`src/rtl/barrel_shift_pkg.sv`:
```
// barrel_shift shared definitions.
// Default geometry and rotate direction encoding.
package barrel_shift_pkg;

  localparam int WIDTH_DEF = 32;
  localparam int AMT_W_DEF = 5;

  typedef enum logic {
    DIR_RIGHT = 1'b0,
    DIR_LEFT  = 1'b1
  } dir_e;

endpackage

```
`src/rtl/rotate_stage.sv`:
```
// One log-shifter stage of barrel_shift.
// Rotates by a fixed DIST when en is set, else passes d.
module rotate_stage
  import barrel_shift_pkg::*;
#(
  parameter int   WIDTH = WIDTH_DEF,
  parameter int   DIST  = 1,
  parameter dir_e DIR   = DIR_RIGHT
) (
  input  logic [WIDTH-1:0] d,
  input  logic             en,
  output logic [WIDTH-1:0] q
);

  logic [WIDTH-1:0] r;

  if (DIR == DIR_LEFT) begin : g_left
    assign r = {d[WIDTH-DIST-1:0],
                d[WIDTH-1:WIDTH-DIST]};
  end else begin : g_right
    assign r = {d[DIST-1:0],
                d[WIDTH-1:DIST]};
  end

  // pass-through unless this bit of the amount is set
  always_comb begin
    q = d;
    if (en) q = r;
  end

endmodule

```
`src/rtl/barrel_shift.sv`:
```
// 32-bit registered barrel rotator.
// Two log chains (left/right), direction mux, one output register.
module barrel_shift
  import barrel_shift_pkg::*;
#(
  parameter int WIDTH = WIDTH_DEF,
  parameter int AMT_W = AMT_W_DEF
) (
  input  logic             clk,
  input  logic             rst_n,
  input  logic [WIDTH-1:0] a,
  input  logic [AMT_W-1:0] amt,
  input  logic             direction,
  output logic [WIDTH-1:0] y
);

  logic [WIDTH-1:0] l_res;
  logic [WIDTH-1:0] r_res;
  logic [WIDTH-1:0] nxt;

  for (genvar k = 0; k < AMT_W; k++) begin : g_stg
    logic [WIDTH-1:0] li;
    logic [WIDTH-1:0] ri;
    logic [WIDTH-1:0] lo;
    logic [WIDTH-1:0] ro;

    if (k == 0) begin : g_first
      assign li = a;
      assign ri = a;
    end else begin : g_next
      assign li = g_stg[k-1].lo;
      assign ri = g_stg[k-1].ro;
    end

    rotate_stage #(
      .WIDTH (WIDTH),
      .DIST  (1 << k),
      .DIR   (DIR_LEFT)
    ) u_left (
      .d  (li),
      .en (amt[k]),
      .q  (lo)
    );

    rotate_stage #(
      .WIDTH (WIDTH),
      .DIST  (1 << k),
      .DIR   (DIR_RIGHT)
    ) u_right (
      .d  (ri),
      .en (amt[k]),
      .q  (ro)
    );
  end

  assign l_res = g_stg[AMT_W-1].lo;
  assign r_res = g_stg[AMT_W-1].ro;

  // pick the chain matching the requested direction
  always_comb begin
    nxt = r_res;
    if (direction == DIR_LEFT) nxt = l_res;
  end

  // result register, cleared asynchronously
  always_ff @(posedge clk or negedge rst_n) begin
    if (!rst_n) y <= '0;
    else        y <= nxt;
  end

endmodule

```
`config.mk`:
```
export PLATFORM = sky130hd
export DESIGN_NAME = barrel_shift
export DESIGN_NICKNAME = d
export VERILOG_FILES = /design/src/rtl/barrel_shift_pkg.sv /design/src/rtl/rotate_stage.sv /design/src/rtl/barrel_shift.sv
export SDC_FILE = /design/constraint.sdc
export NUM_CORES = 1
export LEC_CHECK = 0
export CAP_MARGIN = 20
export CORE_ASPECT_RATIO = 0.8
export CORE_MARGIN = 2
export CORE_UTILIZATION = 47
export CTS_BUF_LIST = sky130_fd_sc_hd__clkbuf_8
export CTS_CLUSTER_SIZE = 12
export DETAILED_ROUTE_END_ITERATION = 10
export DONT_BUFFER_PORTS = 1
export GPL_TIMING_DRIVEN = 0
export SYNTH_ARGS = -nofsm -noshare
export SYNTH_HDL_FRONTEND = slang
export SYNTH_SLANG_ARGS = --single-unit
export TNS_END_PERCENT = 50
```
`constraint.sdc`:
```
create_clock -name clk -period 0.8 [get_ports clk]
set_clock_uncertainty 0.05 [all_clocks]
set_input_delay 0 -clock clk [delete_from_list [all_inputs] [get_ports clk]]
set_output_delay 0 -clock clk [all_outputs]
set_load 0.03 [all_outputs]
```
==> results.py, run 1 <==
metrics = {
    "worst_setup_path": {
        "cp.arrival_ns": 1.93,
        "crit_chain": "buf_12, buf_12, mux2_4, mux2_4, mux4_2, mux4_2",
        "max_stage_delay_ns": 0.54,
        "required_ns": 0.91,
        "startpoint_type": "primary input",
        "crit_type": "in -> reg",
        "critPathLaunch": "amt[0]",
        "crit_path_end_kind": "flip-flop",
        "cp_slowest_cell": "mux4_2",
        "critPathMaxFanout": 6,
    },
    "timing": {
        "slew_headroom_pct": 38.10,
        "rsz0062_at_grt": "yes",
        "tightest_slew_ns": 0.9251,
        "finalSetupTns_ns": -28.61,
        "period_share_pct": 228.5,
        "holdWs_ns": -0.6441,
        "setup_slack_ns": -1.028,
        "slew_violations": 0,
        "setup_viol": 49,
        "layout_min_cycle_time_ns": 1.828,
        "hold_violations": 32,
        "fmax_ghz": 0.5470,
    },
    "global_routing": {
        "grt_max_degree": 33,
        "grtUsageMet3_pct": 16.39,
        "grt_usage_pct": 41.64,
        "grt_use_met1_pct": 54.66,
        "grt_pass1_wl_mm": 33.98,
        "grt_overflow_total": 0,
        "grt_pass1_vias": 5207,
        "antenna_found_initial": 0,
        "busiest_layer": "met2",
        "use_met2_pct": 60.32,
    },
    "final_layout": {
        "drive_above_1_share_pct": 58.39,
        "final_util_pct": 63.72,
        "top_regs": "y: 32 flops",
        "nets": 588,
        "syn_to_final_growth_pct": 32.71,
        "top_register": "y",
        "largest_register_ffs": 32,
        "design_area_sq_mm": 0.006472,
    },
    "place": {
        "io_buffers": 0,
        "place.gp.congestion": 1.044,
        "pre_cts_ws_ns": -1.621,
        "post-dp-hpwl_mm": 17.07,
        "placed_area_sq_mm": 0.005114,
    },
    "outcome": {
        "violations": "hold timing, setup timing",
        "outcome": "complete, but fails checks",
    },
    "logic_synthesis": {
        "synth_compound_gate_area_share_pct": 20.52,
        "synth_nets": 518,
        "syn_avg_cell_area_sq_um": 10.20,
        "ys_async_sr_fraction_pct": 100.0,
        "synth_cell_types": 42,
        "netlist_area_sq_mm": 0.004877,
        "synth_xor_xnor_area_share_pct": 0,
        "synthAdderAreaFrac_pct": 0,
        "synth_top_area_share_pct": 31.40,
        "synth-seq-cells": 32,
        "synth_area_leader_cell": "mux4_2",
        "synth_area_leaders": "mux4_2, dfrtp_1, mux2_2",
        "ys.flop_type": "dfrtp_1",
        "synth_commonest_cells": "mux4_2, mux2_2, nand2_1, dfrtp_1",
        "yosysMostFrequentCell": "mux4_2",
        "synth_edf_count": 0,
        "synth.area.mux_share_pct": 47.31,
        "synth_top_family_by_area": "multiplexers",
        "yosys.area_share.simple_pct": 10.70,
        "synth_warnings": 0,
        "ys_seq_area_share_pct": 16.42,
        "netlist_instances": 478,
    },
    "floorplanning": {
        "dieArea_sq_mm": 0.01121,
        "die_h_microns": 95.12,
        "ios": 72,
        "die_w_microns": 117.9,
        "coreArea_sq_mm": 0.01016,
        "start_util_pct": 48.02,
        "rows": 33,
    },
    "drt": {
        "drt-total-wl_mm": 23.91,
        "drc": 0,
        "detail-route-antenna-nets": 0,
        "wl_per_cell_microns": 34.71,
        "viasPerCell": 7.900,
        "via_count": 5443,
        "first_pass_iters": 5,
        "drtIter0Drc": 940,
    },
    "clock_tree": {
        "cts_max_level": 2,
        "clockBufferDepth": 2,
        "cts_made_buffers": 5,
        "cts-root-buf": "clkbuf_8",
        "clock_sinks": 32,
        "clkSlewWorstSetupHoldPaths_ns": 0.07,
        "cts_tree": "built",
    },
    "power": {
        "power_density_mw_per_mm2": 1345,
        "ir_drop_mv": 0.9222,
        "power.leakage_nw": 2.443,
    },
    "run": {
        "cap_violations": 0,
    },
    "hold_path": {
        "hold_path_class": "in -> async",
    },
}
-- worst max-delay path by stage --
stage	to	slack (ns)
2_1_floorplan	y[2]	-1.13
3_3_place_gp	y[18]	-1.63
3_5_place_dp	y[18]	-1.62
4_1_cts	y[2]	-0.98
5_1_grt	y[14]	-1.03
6_report	y[2]	-1.03
-- worst max-delay path: cells and delay by family --
family / cells / cell delay, ns
muxes: 4 / 1.65
buffers and inverters: 2 / 0.27
-- power by group --
group | internal, mW | total, mW | switching (mW)
sequential | 1.94 | 2.61 | 0.670
combinational | 2.21 | 4.72 | 2.51
clock | 0.766 | 1.37 | 0.605
total | 4.92 | 8.70 | 3.79
-- cell type report --
class	count	area, sq um
sequential	32	840.8
tap	140	175.2
fill	862	3685
inverter	5	18.77
timing repair buffer	63	670.6
clock buffer	7	96.34
multi-input combinational	391	4249
antenna	1	2.502
buffer	50	419.2
-- through the flow --
step | power, mW | instances
floorplan | 5.026 | 478
global placement | 6.053 | 618
detailed placement | 6.059 | 618
CTS | 8.080 | 666
global route | 8.939 | 688
finish | 8.705 | 689
-- logic make-up after synthesis --
kind of cell | count (synthesis)
compound gates | 138
buf+inv | 55
flops | 32
mux | 140
simple gates | 113
-- placed cells by master, fill, tap and decap left out, types with 6 or more instances in the layout --
cell	netlist	final
nor2b_1	6	6
mux4_2	68	68
a22oi_1	30	12
a22oi_2	0	18
clkbuf_8	0	8
o22ai_1	28	16
and2_1	9	7
o22ai_2	0	12
nand2_1	35	35
mux2_4	0	20
o21ai_1	0	7
buf_6	3	15
clkbuf_2	0	11
dfrtp_2	0	32
buf_4	0	47
clkbuf_1	23	7
nor2_1	30	26
o21ai_0	16	8
mux2i_1	28	26
buf_12	0	12
nand3_1	17	12
o211ai_1	14	14
mux2_2	39	24
buf_2	14	7
-- what timing repair did --
action | in CTS | in global routing
pin swaps | 22 | 28
buffers inserted | 39 | 23
setup endpoints to repair | 64 | 64
gates resized for setup | 121 | 81
cloned | 4 | 2
hold endpoints to repair | 32 | 32
-- layer usage --
layer  part of all wire (%)  wire [microns]
met5                      0               0
met4                    5.9            1407
met3                     17            3963
met2                     42            9951
met1                     36            8591
No activity file was read; power rests on OpenSTA's default activity.
==> run 2, diff against run 1 <==
--- a/config.mk
+++ b/config.mk
@@ -16,5 +16,6 @@
 export GPL_TIMING_DRIVEN = 0
 export SYNTH_ARGS = -nofsm -noshare
 export SYNTH_HDL_FRONTEND = slang
+export SYNTH_HIERARCHICAL = 1
 export SYNTH_SLANG_ARGS = --single-unit
 export TNS_END_PERCENT = 50
==> run 2 against run 1 <==
- the flow still finishes with violations (hold timing, setup timing)
- combinational power increased by 25%
- total power increased by 17%
- cell count decreased by 9.1%
- synthesized cell count decreased by 10%
- clock-buffer cell count decreased by 2
- clock power increased by 7%
- core utilization decreased by 12 points
- wire length decreased by 36%
- non-clock buffer count decreased by 63
- first-iteration DRC count decreased by 77%
- global-route usage decreased by 23 points
- maximum frequency decreased by 3.5%
- critical path type unchanged
- largest cell class unchanged
- highest routed layer unchanged
==> results.py, run 2 <==
metrics = {
    "outcome": {
        "outcome": "complete, but fails checks",
        "violations": "hold timing, setup timing",
    },
    "logic_synthesis": {
        "synth-seq-cells": 32,
        "synth.area.mux_share_pct": 76.65,
        "syn_avg_cell_area_sq_um": 15.86,
        "netlist_instances": 428,
        "synth_cell_types": 5,
        "yosysMostFrequentCell": "mux2_4",
        "synth_top_area_share_pct": 73.00,
        "synth_compound_gate_area_share_pct": 0,
        "synth_warnings": 6,
        "synth_top_family_by_area": "multiplexers",
        "ys_seq_area_share_pct": 11.80,
        "synth_xor_xnor_area_share_pct": 0,
        "yosys.area_share.simple_pct": 0,
        "synth_nets": 468,
        "synthAdderAreaFrac_pct": 0,
        "synth_edf_count": 0,
        "synth_area_leader_cell": "mux2_4",
        "netlist_area_sq_mm": 0.006788,
        "synth_commonest_cells": "mux2_4, buf_12, dfrtp_1, mux2_2, buf_6",
        "synth_area_leaders": "mux2_4, dfrtp_1, buf_12",
        "ys.flop_type": "dfrtp_1",
        "ys_async_sr_fraction_pct": 100.0,
    },
    "worst_setup_path": {
        "required_ns": 0.91,
        "crit_type": "in -> reg",
        "crit_top_cell": "mux2_4",
        "crit_path_end": "y[28]",
        "max_stage_delay_ns": 0.30,
        "startpoint_type": "primary input",
        "cp_slowest_cell": "mux2_4",
        "crit_chain": "buf_12, clkbuf_16, mux2_4, mux2_4, mux2_4, mux2_4, mux2_4, mux2_4",
        "critPathLaunch": "amt[0]",
        "cp.arrival_ns": 2.00,
        "critPathMaxFanout": 8,
        "crit_path_end_kind": "flip-flop",
    },
    "final_layout": {
        "largest_register_ffs": 32,
        "diodes": 0,
        "final_util_pct": 52.15,
        "syn_to_final_growth_pct": 9.088,
        "drive_above_1_share_pct": 99.77,
        "top_register": "y",
        "final_common_cell": "mux2_4",
        "top_regs": "y: 32 flops",
        "nets": 481,
        "final_cell_mix": "mux2_4, buf_12, dfrtp_2",
    },
    "hold_path": {
        "hold_path_class": "in -> async",
    },
    "global_routing": {
        "antenna_found_initial": 0,
        "grt_overflow_total": 0,
        "grt_max_degree": 33,
        "grt_usage_pct": 19.10,
        "grt_pass1_vias": 3737,
        "grt_pass1_wl_mm": 23.05,
    },
    "timing": {
        "setup_viol": 37,
        "finalSetupTns_ns": -34.30,
        "slew_violations": 0,
        "rsz0062_at_grt": "yes",
        "tightest_slew_ns": 0.1677,
        "fmax_ghz": 0.5281,
        "layout_min_cycle_time_ns": 1.894,
        "period_share_pct": 236.7,
        "setup_slack_ns": -1.094,
        "slew_headroom_pct": 88.85,
        "hold_violations": 34,
        "holdWs_ns": -0.6390,
    },
    "floorplanning": {
        "die_h_microns": 111.5,
        "ios": 72,
        "rows": 39,
        "start_util_pct": 47.80,
        "die_w_microns": 138.4,
        "dieArea_sq_mm": 0.01543,
        "coreArea_sq_mm": 0.01420,
    },
    "power": {
        "ir_drop_mv": 1.704,
        "power.leakage_nw": 3.722,
        "power_density_mw_per_mm2": 1379,
    },
    "place": {
        "post-dp-hpwl_mm": 13.12,
        "place.gp.congestion": 0.8705,
        "io_buffers": 0,
    },
    "drt": {
        "via_count": 3399,
        "detail-route-antenna-nets": 0,
        "wl_per_cell_microns": 24.55,
        "viasPerCell": 5.430,
        "drt-total-wl_mm": 15.37,
        "drc": 0,
        "drtIter0Drc": 216,
        "first_pass_iters": 4,
    },
    "clock_tree": {
        "cts_made_buffers": 5,
        "cts-root-buf": "clkbuf_8",
        "clock_sinks": 32,
        "clkSlewWorstSetupHoldPaths_ns": 0.06,
        "clockBufferDepth": 2,
        "cts_max_level": 2,
        "cts_tree": "built",
    },
    "run": {
        "cap_violations": 0,
    },
}
-- run 2: cell types whose count changed in the layout (fill, tap and decap cells not counted), moves of 18 or more --
| cell | previous run | this run |
|---|---|---|
| mux2_4 | 20 | 345 |
| buf_4 | 47 | 0 |
| nand2_1 | 35 | 0 |
| nor2_1 | 26 | 0 |
| mux2i_1 | 26 | 0 |
| buf_12 | 12 | 34 |
| mux4_2 | 68 | 0 |
| a22oi_2 | 18 | 0 |
-- run 2: power by group --
group	leakage (nW)	internal, mW	switching [mW]	total (mW)
clock	0.0593	0.910	0.562	1.47
combinational	3.32	3.88	2.03	5.90
sequential	0.341	2.02	0.814	2.83
total	3.72	6.81	3.40	10.2
-- run 2: stage by stage --
step / total power, mW / cell area (sq um) / worst slack (ns) / hold WS, ns / instances
CTS: 10.17 / 7306 / -1.080 / -0.6501 / 623
global placement: 8.474 / 7027 / -1.415 / -0.3450 / 612
detailed placement: 8.539 / 7027 / -1.409 / -0.3450 / 612
finish: 10.21 / 7405 / -1.094 / -0.6390 / 626
global route: 10.65 / 7405 / -1.101 / -0.6585 / 626
floorplan: 7.588 / 6797 / -1.241 / -0.3456 / 428
-- run 2: critical path: cells and delay by family --
kind / cells / cell delay [ns]
buffers and inverters: 2 / 0.29
muxes: 6 / 1.71
-- run 2: logic make-up after synthesis --
| kind of cell | after synthesis |
|---|---|
| flops | 32 |
| buf+inv | 44 |
| mux | 352 |
-- run 2: what timing repair did --
action,4_1_cts,5_1_grt
setup buffers,0,0
gates resized for setup,40,13
setup endpoints to repair,64,64
hold endpoints to repair,34,34
gates cloned,3,3
-- run 2: final cells by class --
cell class	instances	area, sq um
plain buffers	44	809.5
flip-flops and latches	32	840.8
clock inverters	3	38.79
multi-input cells	352	5259
fillers	1153	6795
repair buffers	6	157.7
clock buffers	5	68.82
well taps	184	230.2
-- run 2: metal layers --
layer  part of all wire [%]  GRT usage, %  up-vias  routed length, microns
li1                       -             -     1627                       -
met1                     50         26.29     1691                    7609
met2                     46         32.77       71                    7106
met3                    3.6         2.452       10                     555
met4                   0.62         2.857        0                      95
met5                      0             0        -                       0
-- run 2: worst min-delay path by stage --
stage	start	end	cells past startpoint
CTS	rst_n	y[13]	0
floorplan	rst_n	y[0]	0
global route	rst_n	y[24]	0
global placement	rst_n	y[24]	0
finish	rst_n	y[20]	0
detailed placement	rst_n	y[28]	0
==> run 3, diff against run 2 <==
==> constraint.sdc (replaced) <==
create_clock -name clk -period 0.8 [get_ports clk]
set_clock_uncertainty 0.05 [all_clocks]
set_input_delay 0 -clock clk [delete_from_list [all_inputs] [get_ports clk]]
set_output_delay 0 -clock clk [all_outputs]
set_load 0.01 [all_outputs]
==> run 3 against run 2 <==
- the run still ends with hold timing, setup timing left
- total power decreased by 6.6%
- sequential share of layout area down 0.41 points
- core utilization shrank 0.63 points
- critical endpoint is now y[12]
- highest routed layer unchanged
==> results.py, run 3 (synthesis gave the netlist of run 2 again) <==
metrics = {
    "outcome": {
        "outcome": "complete, but fails checks",
        "violations": "hold timing, setup timing",
    },
    "clock_tree": {
        "clockBufferDepth": 2,
        "clock_sinks": 32,
        "cts_setup_buffers": 0,
        "cts_tree": "built",
        "cts_max_level": 2,
        "cts-root-buf": "clkbuf_8",
        "clkSlewWorstSetupHoldPaths_ns": 0.07,
        "cts_made_buffers": 5,
    },
    "final_layout": {
        "top_regs": "y: 32 flops",
        "largest_register_ffs": 32,
        "top_register": "y",
        "final_util_pct": 51.51,
        "final_cell_mix": "mux2_4, buf_12, dfrtp_1",
        "nets": 479,
        "drive_above_1_share_pct": 92.50,
        "finalNonFillerCells": 624,
        "diodes": 0,
        "nFillCells": 1166,
        "syn_to_final_growth_pct": 7.760,
        "final_common_cell": "mux2_4",
    },
    "place": {
        "pre_cts_ws_ns": -1.409,
        "place.gp.congestion": 0.8705,
        "io_buffers": 0,
        "place_inst": 612,
        "post-dp-hpwl_mm": 13.12,
    },
    "drt": {
        "viasPerCell": 5.410,
        "drc": 0,
        "via_count": 3376,
        "drtIter0Drc": 215,
        "detail-route-antenna-nets": 0,
        "drt-total-wl_mm": 15.03,
        "wl_per_cell_microns": 24.09,
        "first_pass_iters": 4,
    },
    "floorplanning": {
        "die_w_microns": 138.4,
        "dieArea_sq_mm": 0.01543,
        "coreArea_sq_mm": 0.01420,
        "rows": 39,
        "start_util_pct": 47.80,
        "ios": 72,
        "die_h_microns": 111.5,
    },
    "worst_setup_path": {
        "startpoint_type": "primary input",
        "max_stage_delay_ns": 0.30,
        "crit_buf_inv": 2,
        "cp.arrival_ns": 2.00,
        "cp_slowest_cell": "mux2_4",
        "required_ns": 0.90,
        "crit_chain": "buf_16, buf_12, mux2_4, mux2_4, mux2_4, mux2_4, mux2_4, mux2_4",
        "critPathMaxFanout": 8,
        "crit_top_cell": "mux2_4",
        "crit_type": "in -> reg",
        "critical_path.top_delay_family": "multiplexers",
        "crit_path_end_kind": "flip-flop",
        "critPathLaunch": "amt[0]",
    },
    "power": {
        "switchingPower_mw": 2.819,
        "combPwrFrac_pct": 61.5,
        "power_density_mw_per_mm2": 1304,
        "ir_drop_mv": 1.556,
        "power.leakage_nw": 3.729,
        "p_clk_share_pct": 15.0,
        "switching_share_pct": 29.56,
        "p_int_mw": 6.719,
        "power_frac_seq_pct": 23.5,
    },
    "hold_path": {
        "hold_path_class": "in -> async",
    },
    "global_routing": {
        "grt_pass1_wl_mm": 22.80,
        "grt_max_degree": 33,
        "antenna_found_initial": 0,
        "grt_pass1_vias": 3711,
        "grt_overflow_total": 0,
        "grt_usage_pct": 18.90,
    },
    "run": {
        "cap_violations": 0,
    },
    "timing": {
        "holdWs_ns": -0.6396,
        "slew_violations": 0,
        "period_share_pct": 236.9,
        "setup_viol": 32,
        "tightest_slew_ns": 0.1242,
        "setup_slack_ns": -1.095,
        "slew_headroom_pct": 91.73,
        "fmax_ghz": 0.5278,
        "layout_min_cycle_time_ns": 1.895,
        "hold_violations": 34,
        "rsz0062_at_grt": "yes",
    },
}
## run 3: per-stage QoR
step	cell area, sq um	TNS [ns]	power (mW)
2_1_floorplan	6797	-39.69	7.078
3_3_place_gp	7027	-43.49	7.964
3_5_place_dp	7027	-43.64	8.029
4_1_cts	7278	-33.85	9.608
5_1_grt	7315	-34.57	9.981
6_report	7315	-34.16	9.538
## run 3: area by class of cell
cell class | count | area, sq um | share of cell area (%)
plain buffers | 44 | 809.5 | 11.07
multi-input cells | 352 | 5259 | 71.90
clock inverters | 3 | 38.79 | 0.5303
well taps | 184 | 230.2 | 3.147
repair buffers | 4 | 107.6 | 1.471
clock buffers | 5 | 68.82 | 0.9408
flip-flops and latches | 32 | 800.8 | 10.95
## run 3: power groups by stage
stage	sequential (mW)	combinational, mW	clock [mW]
6_report	2.24	5.87	1.43
5_1_grt	2.27	6.16	1.55
4_1_cts	2.25	5.88	1.48
3_5_place_dp	2.28	5.75	0
3_3_place_gp	2.27	5.69	0
2_1_floorplan	2.24	4.83	0
## run 3: worst max-delay path by stage
stage               cells after the start     to  slack, ns
CTS                                     8  y[12]      -1.08
global route                            8  y[11]      -1.10
floorplan                               8   y[0]      -1.24
global placement                        8  y[29]      -1.41
finish                                  8  y[12]      -1.09
detailed placement                      8  y[29]      -1.41
## run 3: what timing repair did
action	in CTS	in global routing
resized for setup	18	3
pin swaps	0	0
endpoints found under the hold margin	34	34
gates cloned	3	1
setup endpoints to repair	32	32
## run 3: layer usage
layer	vias to the layer above	global-route usage [%]	wire length, microns
li1	1622	-	-
met1	1663	26.12	7456
met2	83	32.31	6912
met3	8	2.409	578
met4	0	2.857	84
met5	-	0	0
